[src/rtl/dmem_arb_pkg.sv]
// dmem_arb_pkg: shared state encodings, requester ids and default memory depth for dmem_arbiter.
package dmem_arb_pkg;
    typedef enum logic [1:0] {
        IDLE   = 2'd0,
        ACCESS = 2'd1,
        RESP   = 2'd2
    } state_t;
    localparam logic REQ_M0    = 1'b0;
    localparam logic REQ_M1    = 1'b1;
    localparam int   DEPTH_DEF = 256;
endpackage

[src/rtl/dmem_arbiter_rr_arbiter_2.sv]
// rr_arbiter_2: combinational two-way round-robin pick; prio names the favoured requester on a tie.
module rr_arbiter_2 (
    input  logic       valid0_i,
    input  logic       valid1_i,
    input  logic       prio_i,
    output logic [1:0] grant_o,
    output logic       winner_o
);
    always_comb begin
        winner_o = (valid0_i && valid1_i) ? prio_i : valid1_i;
        grant_o  = {valid1_i & winner_o, valid0_i & ~winner_o};
    end
endmodule

[src/rtl/dmem_arbiter.sv]
// dmem_arbiter: shares one single-port data memory between two valid/ready requesters
// with round-robin arbitration, one-cycle memory access and a held registered response.
module dmem_arbiter
    import dmem_arb_pkg::*;
#(
    parameter int ADDR_W = 64,
    parameter int DATA_W = 64,
    parameter int DEPTH  = DEPTH_DEF
) (
    input  logic              clk,
    input  logic              rst_n,
    input  logic              m0_req_valid,
    output logic              m0_req_ready,
    input  logic              m0_req_write,
    input  logic [ADDR_W-1:0] m0_req_addr,
    input  logic [DATA_W-1:0] m0_req_wdata,
    output logic              m0_resp_valid,
    input  logic              m0_resp_ready,
    output logic [DATA_W-1:0] m0_resp_rdata,
    output logic              m0_resp_err,
    input  logic              m1_req_valid,
    output logic              m1_req_ready,
    input  logic              m1_req_write,
    input  logic [ADDR_W-1:0] m1_req_addr,
    input  logic [DATA_W-1:0] m1_req_wdata,
    output logic              m1_resp_valid,
    input  logic              m1_resp_ready,
    output logic [DATA_W-1:0] m1_resp_rdata,
    output logic              m1_resp_err,
    output logic              mem_read,
    output logic              mem_write,
    output logic [ADDR_W-1:0] mem_address,
    output logic [DATA_W-1:0] mem_write_data,
    input  logic [DATA_W-1:0] mem_read_data
);
    state_t            state_q;
    logic              prio_q, owner_q, write_q, err_q;
    logic [ADDR_W-1:0] addr_q;
    logic [DATA_W-1:0] wdata_q, rdata_q;
    logic [1:0]        grant;
    logic              winner, idle, acc_ok, resp_hs;
    logic [ADDR_W-1:0] sel_addr;

    assign idle = (state_q == IDLE);

    rr_arbiter_2 u_arb (
        .valid0_i (m0_req_valid & idle),
        .valid1_i (m1_req_valid & idle),
        .prio_i   (prio_q),
        .grant_o  (grant),
        .winner_o (winner)
    );

    always_comb begin
        m0_req_ready   = grant[0];
        m1_req_ready   = grant[1];
        sel_addr       = winner ? m1_req_addr : m0_req_addr;
        acc_ok         = (state_q == ACCESS) && !err_q;
        mem_read       = acc_ok & ~write_q;
        mem_write      = acc_ok & write_q;
        mem_address    = acc_ok ? addr_q : '0;
        mem_write_data = acc_ok ? wdata_q : '0;
        m0_resp_valid  = (state_q == RESP) && (owner_q == REQ_M0);
        m1_resp_valid  = (state_q == RESP) && (owner_q == REQ_M1);
        m0_resp_rdata  = m0_resp_valid ? rdata_q : '0;
        m1_resp_rdata  = m1_resp_valid ? rdata_q : '0;
        m0_resp_err    = m0_resp_valid & err_q;
        m1_resp_err    = m1_resp_valid & err_q;
        resp_hs        = owner_q ? m1_resp_ready : m0_resp_ready;
    end

    // Out-of-range requests still walk ACCESS and RESP so every accept gets exactly one response.
    always_ff @(posedge clk or negedge rst_n) begin
        if (!rst_n) begin
            state_q <= IDLE;
            prio_q  <= REQ_M0;
            owner_q <= REQ_M0;
            write_q <= 1'b0;
            err_q   <= 1'b0;
            addr_q  <= '0;
            wdata_q <= '0;
            rdata_q <= '0;
        end else begin
            case (state_q)
                IDLE: if (|grant) begin
                    state_q <= ACCESS;
                    owner_q <= winner;
                    addr_q  <= sel_addr;
                    wdata_q <= winner ? m1_req_wdata : m0_req_wdata;
                    write_q <= winner ? m1_req_write : m0_req_write;
                    err_q   <= sel_addr >= ADDR_W'(DEPTH);
                end
                ACCESS: begin
                    rdata_q <= (!write_q && !err_q) ? mem_read_data : '0;
                    state_q <= RESP;
                end
                RESP: if (resp_hs) begin
                    prio_q  <= ~owner_q;
                    state_q <= IDLE;
                end
                default: state_q <= IDLE;
            endcase
        end
    end
endmodule

[config.mk]
export PLATFORM = sky130hd
export DESIGN_NAME = dmem_arbiter
export DESIGN_NICKNAME = d
export VERILOG_FILES = /design/src/rtl/dmem_arb_pkg.sv /design/src/rtl/dmem_arbiter_rr_arbiter_2.sv /design/src/rtl/dmem_arbiter.sv
export SDC_FILE = /design/constraint.sdc
export NUM_CORES = 1
export LEC_CHECK = 0
export BUFFER_PORTS_ARGS = -buffer_cell sky130_fd_sc_hd__buf_2
export CORE_AREA = 2 2 228 230
export CTS_BUF_LIST = sky130_fd_sc_hd__clkbuf_4 sky130_fd_sc_hd__clkbuf_8 sky130_fd_sc_hd__clkbuf_16
export CTS_CLUSTER_DIAMETER = 150
export DETAILED_ROUTE_END_ITERATION = 10
export DIE_AREA = 0 0 230 232
export PLACE_DENSITY = 0.44
export RECOVER_POWER = 25
export SYNTH_ARGS = -nofsm -noshare
export SYNTH_HDL_FRONTEND = slang
export SYNTH_SLANG_ARGS = --single-unit
[constraint.sdc]
create_clock -name clk -period 1.78 [get_ports clk]
set_clock_uncertainty 0.1 [all_clocks]
set_input_delay 0.267 -clock clk [delete_from_list [all_inputs] [get_ports clk]]
set_output_delay 0.267 -clock clk [all_outputs]
set_load 0.05 [all_outputs]
==> impl_metrics.env, run 1 <==
export IMPL_power_switching_mw=6.94
export IMPL_root_buffer="clkbuf_16"
export IMPL_ys_ff_latch=198
export IMPL_ys_types=26
export IMPL_synthFlopType="dfrtp_1"
export IMPL_ys_top_cells_by_area="dfrtp_1, and2_1, and3_1"
export IMPL_holdWs_ns=0.0599
export IMPL_initial_core_util_pct=19.9
export IMPL_fin_crit_sh_pct=131
export IMPL_synth_simple_gate_area_share_pct=30.4
export IMPL_powerDensity_nw_per_um2=863
export IMPL_cts_max_level=4
export IMPL_worst_pin_slew_ns=1.30
export IMPL_gr_total_overflow=0
export IMPL_die_width_um=230
export IMPL_totalWireLength_um=52600
export IMPL_vdd_drop_max_mv=0.640
export IMPL_drtIter0Drc=628
export IMPL_rrSetupSlack_ns=-0.06
export IMPL_cp_num_buf_inv=4
export IMPL_grt_max_degree=88
export IMPL_synth_most_common_cell="dfrtp_1"
export IMPL_clkSinkCount=198
export IMPL_drc_errors=0
export IMPL_cp_end_kind="primary output"
export IMPL_wire_per_inst_um=19.5
export IMPL_yosys_area_share_xor_xnor_pct=0
export IMPL_maxSlewViolCount=0
export IMPL_cts_buffers=17
export IMPL_firstDrtPassIters=5
export IMPL_drive_gt1_share_pct=45.9
export IMPL_synth_compound_area_share_pct=16.2
export IMPL_synth_cells=1078
export IMPL_synthAdderAreaFrac_pct=0
export IMPL_cts_clk_slew_worst_paths_ns=0.08
export IMPL_ioPinCount=592
export IMPL_path_class="flop to primary output"
export IMPL_nNetsFinal=2333
export IMPL_antenna_found_initial=4
export IMPL_core_um2=50900
export IMPL_cp_top_family="buffers and inverters"
export IMPL_p_leak_nw=10.3
export IMPL_critPathMaxFanout=9
export IMPL_grt_use_total_pct=18.3
export IMPL_slew_headroom_pct=13.5
export IMPL_clock_latency_ns=0.48
export IMPL_clock_power_share_pct=21.5
export IMPL_holdCritPathClass="input pin to flop"
export IMPL_synth_avg_cell_area_um2=9.41
export IMPL_portBuffers=591
export IMPL_cp_cell_sequence="nand2b_4 > nor2_4 > buf_12 > clkbuf_16 > clkbuf_16 > and2_2 > buf_6"
export IMPL_swShare_pct=37.9
export IMPL_layout_cells_non_filler=2701
export IMPL_max_cap_violations=0
export IMPL_row_count=83
export IMPL_startpoint_type="flop"
export IMPL_preCtsSetupSlack_ns=-0.159
export IMPL_yosysWarnings=0
export IMPL_hpwlAfterDp_um=35800
export IMPL_slowest_stage="dfrtp_1"
export IMPL_synthTopCellsByCount="dfrtp_1, and2_1, nand2_1"
export IMPL_critPathRequiredTime_ns=1.41
export IMPL_place_area_um2=15300
export IMPL_placed_cells=2328
export IMPL_grt_pass1_wl_um=74900
export IMPL_cts_max_path_buffers=2
export IMPL_gp_congestion=0.903
export IMPL_vias_per_cell=4.57
export IMPL_final_area_um2=21200
export IMPL_worstPathArrival_ns=1.96
export IMPL_synth_async_sr_flop_share_pct=100
export IMPL_setup_slack_ns=-0.549
export IMPL_syn_area_um2=10100
export IMPL_fp_dieArea_um2=53400
export IMPL_rsz0062_at_grt="yes"
export IMPL_hold_viol=0
export IMPL_yosysSeqAreaShare_pct=48.8
export IMPL_yosys_area_top_type="dfrtp_1"
export IMPL_synthMuxAreaShare_pct=0.111
export IMPL_slowest_delay_ns=0.41
export IMPL_max_freq_ghz=0.429
export IMPL_cts_tree="yes"
export IMPL_outcome="finished with violations"
export IMPL_grt_pass1_vias=12944
export IMPL_min_period_ns=2.33
export IMPL_p_comb_share_pct=40.8
export IMPL_vias=12349
export IMPL_setup_viol=302
export IMPL_synth_edf_count=0
export IMPL_cp_common_cell="clkbuf_16"
export IMPL_synth_top_area_share_pct=48.8
export IMPL_power_internal_mw=11.4
export IMPL_seq_power_share_pct=37.7
export IMPL_syn2layout_area_growth_pct=109
export IMPL_violations="setup timing"
export IMPL_syn_num_nets=1406
export IMPL_fp_dieH_um=232
export IMPL_synth_top_family_by_area="simple AND/OR/NAND/NOR gates"
export IMPL_ant_nets=0
export IMPL_finalPower_mw=18.3
==> state kept, by name (all words and copies together), names as in the netlist <==
signal and flops:
prio_q 1, addr_q 64, write_q 1, wdata_q 64, state_q 2, rdata_q 64
err_q 1, owner_q 1
==> layout by cell type (no fill, tap or decap), drive strengths merged, types with 4 or more instances in the layout <==
| master | instances |
|---|---|
| a221o | 65 |
| a22o | 64 |
| a31oi | 64 |
| and2 | 195 |
| and3 | 130 |
| buf | 680 |
| clkbuf | 30 |
| clkinv | 8 |
| dfrtp | 198 |
| dlygate4sd3 | 320 |
| inv | 5 |
| nand2 | 137 |
| nand4 | 5 |
| nor2 | 67 |
| nor3 | 4 |
| nor4 | 29 |
==> kinds of logic after synthesis <==
group,Yosys count
compound gates,199
buf+inv,106
simple gates,574
flops,198
mux,1
==> timing repair <==
| action | 4_1_cts | 5_1_grt |
|---|---|---|
| gates resized for setup | 284 | 423 |
| pin swaps | 3 | 24 |
| endpoints found under the hold margin | 390 | 0 |
| cloned | 0 | 10 |
| setup endpoints to repair | 264 | 341 |
| buffers inserted | 1 | 7 |
| hold buffers | 320 | 0 |
==> stage by stage <==
stage / TNS, ns / utilization (%)
after CTS: -146.51 / 39.3
after global routing: -152.72 / 41.7
final: -118.99 / 41.7
after global placement: -7.41 / 30.0
after floorplan: -0.0910 / -
after detailed placement: -9.81 / 30.0
==> layout make-up <==
class,instances,area [um^2]
Antenna cell,3,7.51
Clock buffer,17,425
Clock inverter,15,148
Fill cell,4800,29700
Inverter,1,3.75
Multi-Input combinational cell,774,5300
Sequential cell,198,4960
Tap cell,680,851
Timing Repair Buffer,1013,9520
==> worst reg2reg max path: cells and delay by family (launching register included) <==
kind	cells	cell delay, ns
AOI/OAI and AO/OA	1	0.28
buffers and inverters	3	0.48
and+or+nand+nor	3	0.42
DFF	1	0.45
==> power groups by stage <==
stage | clock network, mW | registers [mW] | logic (mW)
floorplan | 0 | 6.55 | 4.08
global placement | 0 | 6.93 | 6.58
detailed placement | 0 | 6.90 | 6.63
CTS | 4.15 | 6.86 | 7.27
global route | 4.28 | 7.06 | 8.15
finish | 3.94 | 6.90 | 7.47
==> worst paths after layout <==
kind / startpoint / end / cells past startpoint
max: state_q[1] / mem_address[24] / 7
min: m0_req_addr[33] / addr_q[33] / 4
max reg2reg: state_q[0] / wdata_q[0] / 7
min reg2reg: rdata_q[25] / rdata_q[25] / 1
max in group asynchronous: rst_n / state_q[0] / 3
min in group asynchronous: rst_n / rdata_q[58] / 2
==> layer usage <==
metal,global-route usage (%),wire (um)
met1,21.2,21000
met2,31.7,26200
met3,5.16,3550
met4,7.14,1730
met5,0,11
Note: power is estimated with default switching activity, not from simulation.
==> run 2: changes to the inputs <==
--- a/config.mk
+++ b/config.mk
@@ -5,13 +5,14 @@
 export SDC_FILE = /design/constraint.sdc
 export NUM_CORES = 1
 export LEC_CHECK = 0
+export ABC_AREA = 1
 export BUFFER_PORTS_ARGS = -buffer_cell sky130_fd_sc_hd__buf_2
 export CORE_AREA = 2 2 228 230
 export CTS_BUF_LIST = sky130_fd_sc_hd__clkbuf_4 sky130_fd_sc_hd__clkbuf_8 sky130_fd_sc_hd__clkbuf_16
 export CTS_CLUSTER_DIAMETER = 150
 export DETAILED_ROUTE_END_ITERATION = 10
 export DIE_AREA = 0 0 230 232
-export PLACE_DENSITY = 0.44
+export PLACE_DENSITY = 0.45
 export RECOVER_POWER = 25
 export SYNTH_ARGS = -nofsm -noshare
 export SYNTH_HDL_FRONTEND = slang
==> impl_metrics.env, run 2 <==
export IMPL_outcome="finished with violations"
export IMPL_violations="setup timing"
export IMPL_vias=13258
export IMPL_min_period_ns=2.29
export IMPL_cts_max_path_buffers=2
export IMPL_synthFlopType="dfrtp_1"
export IMPL_swShare_pct=41.3
export IMPL_clock_latency_ns=0.49
export IMPL_gp_congestion=0.865
export IMPL_drtIter0Drc=772
export IMPL_rsz0062_at_grt="yes"
export IMPL_mostFrequentLayoutCell="buf_2"
export IMPL_nNetsFinal=2701
export IMPL_slew_headroom_pct=44.3
export IMPL_reg_top3="addr_q (64), rdata_q (64), wdata_q (64)"
export IMPL_powerDensity_nw_per_um2=953
export IMPL_multiInputGateArea_um2=5730
export IMPL_clock_power_share_pct=19.8
export IMPL_place_area_um2=16700
export IMPL_finalSetupTns_ns=-139.99
export IMPL_p_comb_share_pct=48.3
export IMPL_holdCritPathClass="input pin to flop"
export IMPL_synth_most_common_cell="nand2_1"
export IMPL_worstReg2RegStart="state_q[0]"
export IMPL_holdWs_ns=0.0420
export IMPL_gr_total_overflow=0
export IMPL_setup_slack_ns=-0.514
export IMPL_initial_core_util_pct=21.0
export IMPL_yosysSeqAreaShare_pct=46.3
export IMPL_firstDrtPassIters=5
export IMPL_maxSlewViolCount=0
export IMPL_cts_buffers=17
export IMPL_synth_avg_cell_area_um2=7.01
export IMPL_max_cap_violations=0
export IMPL_rrSetupSlack_ns=-0.32
export IMPL_ant_nets=0
export IMPL_synth_edf_count=0
export IMPL_power_switching_mw=8.62
export IMPL_power_internal_mw=12.2
export IMPL_cp_end_kind="primary output"
export IMPL_die_width_um=230
export IMPL_mostFrequentLayoutCells="buf_2, nand2_1, inv_1, dlygate4sd3_1, buf_6"
export IMPL_synth_top_area_share_pct=46.3
export IMPL_cts_max_level=4
export IMPL_hold_depth=3
export IMPL_drive_gt1_share_pct=42.1
export IMPL_synth_cells=1526
export IMPL_seq_power_share_pct=31.9
export IMPL_ys_ff_latch=198
export IMPL_seq_area_um2=4950
export IMPL_yosysWarnings=0
export IMPL_critPathMaxFanout=6
export IMPL_cts_tree="yes"
export IMPL_fp_dieArea_um2=53400
export IMPL_max_freq_ghz=0.436
export IMPL_yosys_area_top_type="dfrtp_1"
export IMPL_critPathRequiredTime_ns=1.41
export IMPL_ioPinCount=592
export IMPL_setup_viol=429
export IMPL_rr_worst_depth=13
export IMPL_cts_clk_slew_worst_paths_ns=0.07
export IMPL_syn2layout_area_growth_pct=104
export IMPL_synth_async_sr_flop_share_pct=100
export IMPL_slowest_stage="dfrtp_1"
export IMPL_wire_per_inst_um=16.8
export IMPL_totalWireLength_um=51400
export IMPL_antenna_found_initial=6
export IMPL_grt_use_total_pct=18.5
export IMPL_synthTopCellsByCount="nand2_1, inv_1, nor2_1"
export IMPL_cp_num_buf_inv=6
export IMPL_root_buffer="clkbuf_16"
export IMPL_slowest_delay_ns=0.39
export IMPL_vias_per_cell=4.32
export IMPL_drc_errors=0
export IMPL_core_um2=50900
export IMPL_path_class="flop to primary output"
export IMPL_fin_crit_sh_pct=129
export IMPL_syn_num_nets=1854
export IMPL_vdd_drop_max_mv=0.645
export IMPL_worstPathArrival_ns=1.93
export IMPL_grt_pass1_vias=13587
export IMPL_fp_dieH_um=232
export IMPL_finalPower_mw=20.8
export IMPL_clkSinkCount=198
export IMPL_startpoint_type="flop"
export IMPL_final_fill_count=4881
export IMPL_grt_max_degree=69
export IMPL_rr_endpoint="err_q"
export IMPL_final_area_um2=21900
export IMPL_worst_pin_slew_ns=0.836
export IMPL_grt_pass1_wl_um=76300
export IMPL_cp_cell_sequence="buf_6 > nor2_4 > inv_2 > nor2_4 > buf_12 > inv_16 > buf_12 > nor2_4 > buf_12"
export IMPL_syn_area_um2=10700
export IMPL_cp_top_family="buffers and inverters"
export IMPL_fin_util_pct=43.0
export IMPL_ys_types=24
export IMPL_p_leak_nw=10.5
export IMPL_min_to="addr_q[5]"
export IMPL_hold_viol=0
export IMPL_row_count=83
export IMPL_hpwlAfterDp_um=36400
export IMPL_holdCritStartpoint="m1_req_addr[5]"
export IMPL_portBuffers=591
export IMPL_ys_top_cells_by_area="dfrtp_1, nand2_1, inv_1"
run 2: worst max-delay path by stage:
| stage | start | end | slack (ns) | cells after the start |
|---|---|---|---|---|
| global placement | prio_q | err_q | -0.31 | 11 |
| global route | state_q[0] | mem_write_data[40] | -0.63 | 8 |
| CTS | state_q[0] | m0_resp_err | -0.59 | 9 |
| finish | state_q[0] | m0_resp_err | -0.51 | 9 |
| floorplan | state_q[1] | mem_address[16] | -0.31 | 7 |
| detailed placement | prio_q | err_q | -0.32 | 11 |
run 2: per-stage QoR:
step	cells	setup WS [ns]
3_5_place_dp	2798	-0.322
3_3_place_gp	2798	-0.307
6_report	3068	-0.514
5_1_grt	3067	-0.631
4_1_cts	3059	-0.595
2_1_floorplan	1526	-0.312
run 2: cell type report:
cell class	count	share of cell area [%]
clock inverter	13	0.778
clock buffer	18	1.98
antenna	3	0.0343
sequential	198	22.6
timing repair buffer	927	39.2
timing repair inverter	2	0.103
tap	680	3.89
multi-input combinational	939	26.2
inverter	288	5.20
run 2: cells by family after synthesis:
family | count (synthesis) | share of synthesized area, %
AOI/OAI and AO/OA | 283 | 14.8
and+or+nand+nor | 648 | 23.8
muxes | 8 | 0.748
DFF | 198 | 46.3
buffers and inverters | 389 | 14.3
run 2: worst reg2reg max path, stage by stage, from the launching register on:
cell and delay (ns):
dfrtp_1 0.39, buf_4 0.14, nor2_4 0.12, buf_4 0.21
buf_4 0.24, nand4_1 0.11, nand2_1 0.11, nand2_1 0.06
nor2_1 0.13, nand2_1 0.07, nor2_1 0.09, nand2_1 0.08
nor2_1 0.10, nor2_1 0.04
run 2: routing by layer:
| metal | routed length, um | track usage [%] | vias to the layer above |
|---|---|---|---|
| met5 | 53 | 0 | - |
| met1 | 20600 | 22.0 | 6217 |
| met3 | 3500 | 5.72 | 114 |
| li1 | - | - | 6380 |
| met2 | 25500 | 30.9 | 539 |
| met4 | 1810 | 8.02 | 8 |
run 2: repair_timing:
action | CTS | global route
cloned | 7 | 4
pin swaps | 11 | 4
gates resized for setup | 438 | 271
endpoints found under the hold margin | 181 | 0
setup buffers | 6 | 2
hold buffers | 217 | 0
endpoints found under the setup margin | 450 | 453
run 2: power groups by stage:
stage	sequential (mW)	clock, mW	combinational [mW]
after global routing	6.82	4.46	11.1
after CTS	6.65	4.31	9.80
after detailed placement	6.73	0	8.78
after floorplan	6.56	0	6.11
final	6.65	4.13	10.1
after global placement	6.71	0	8.72
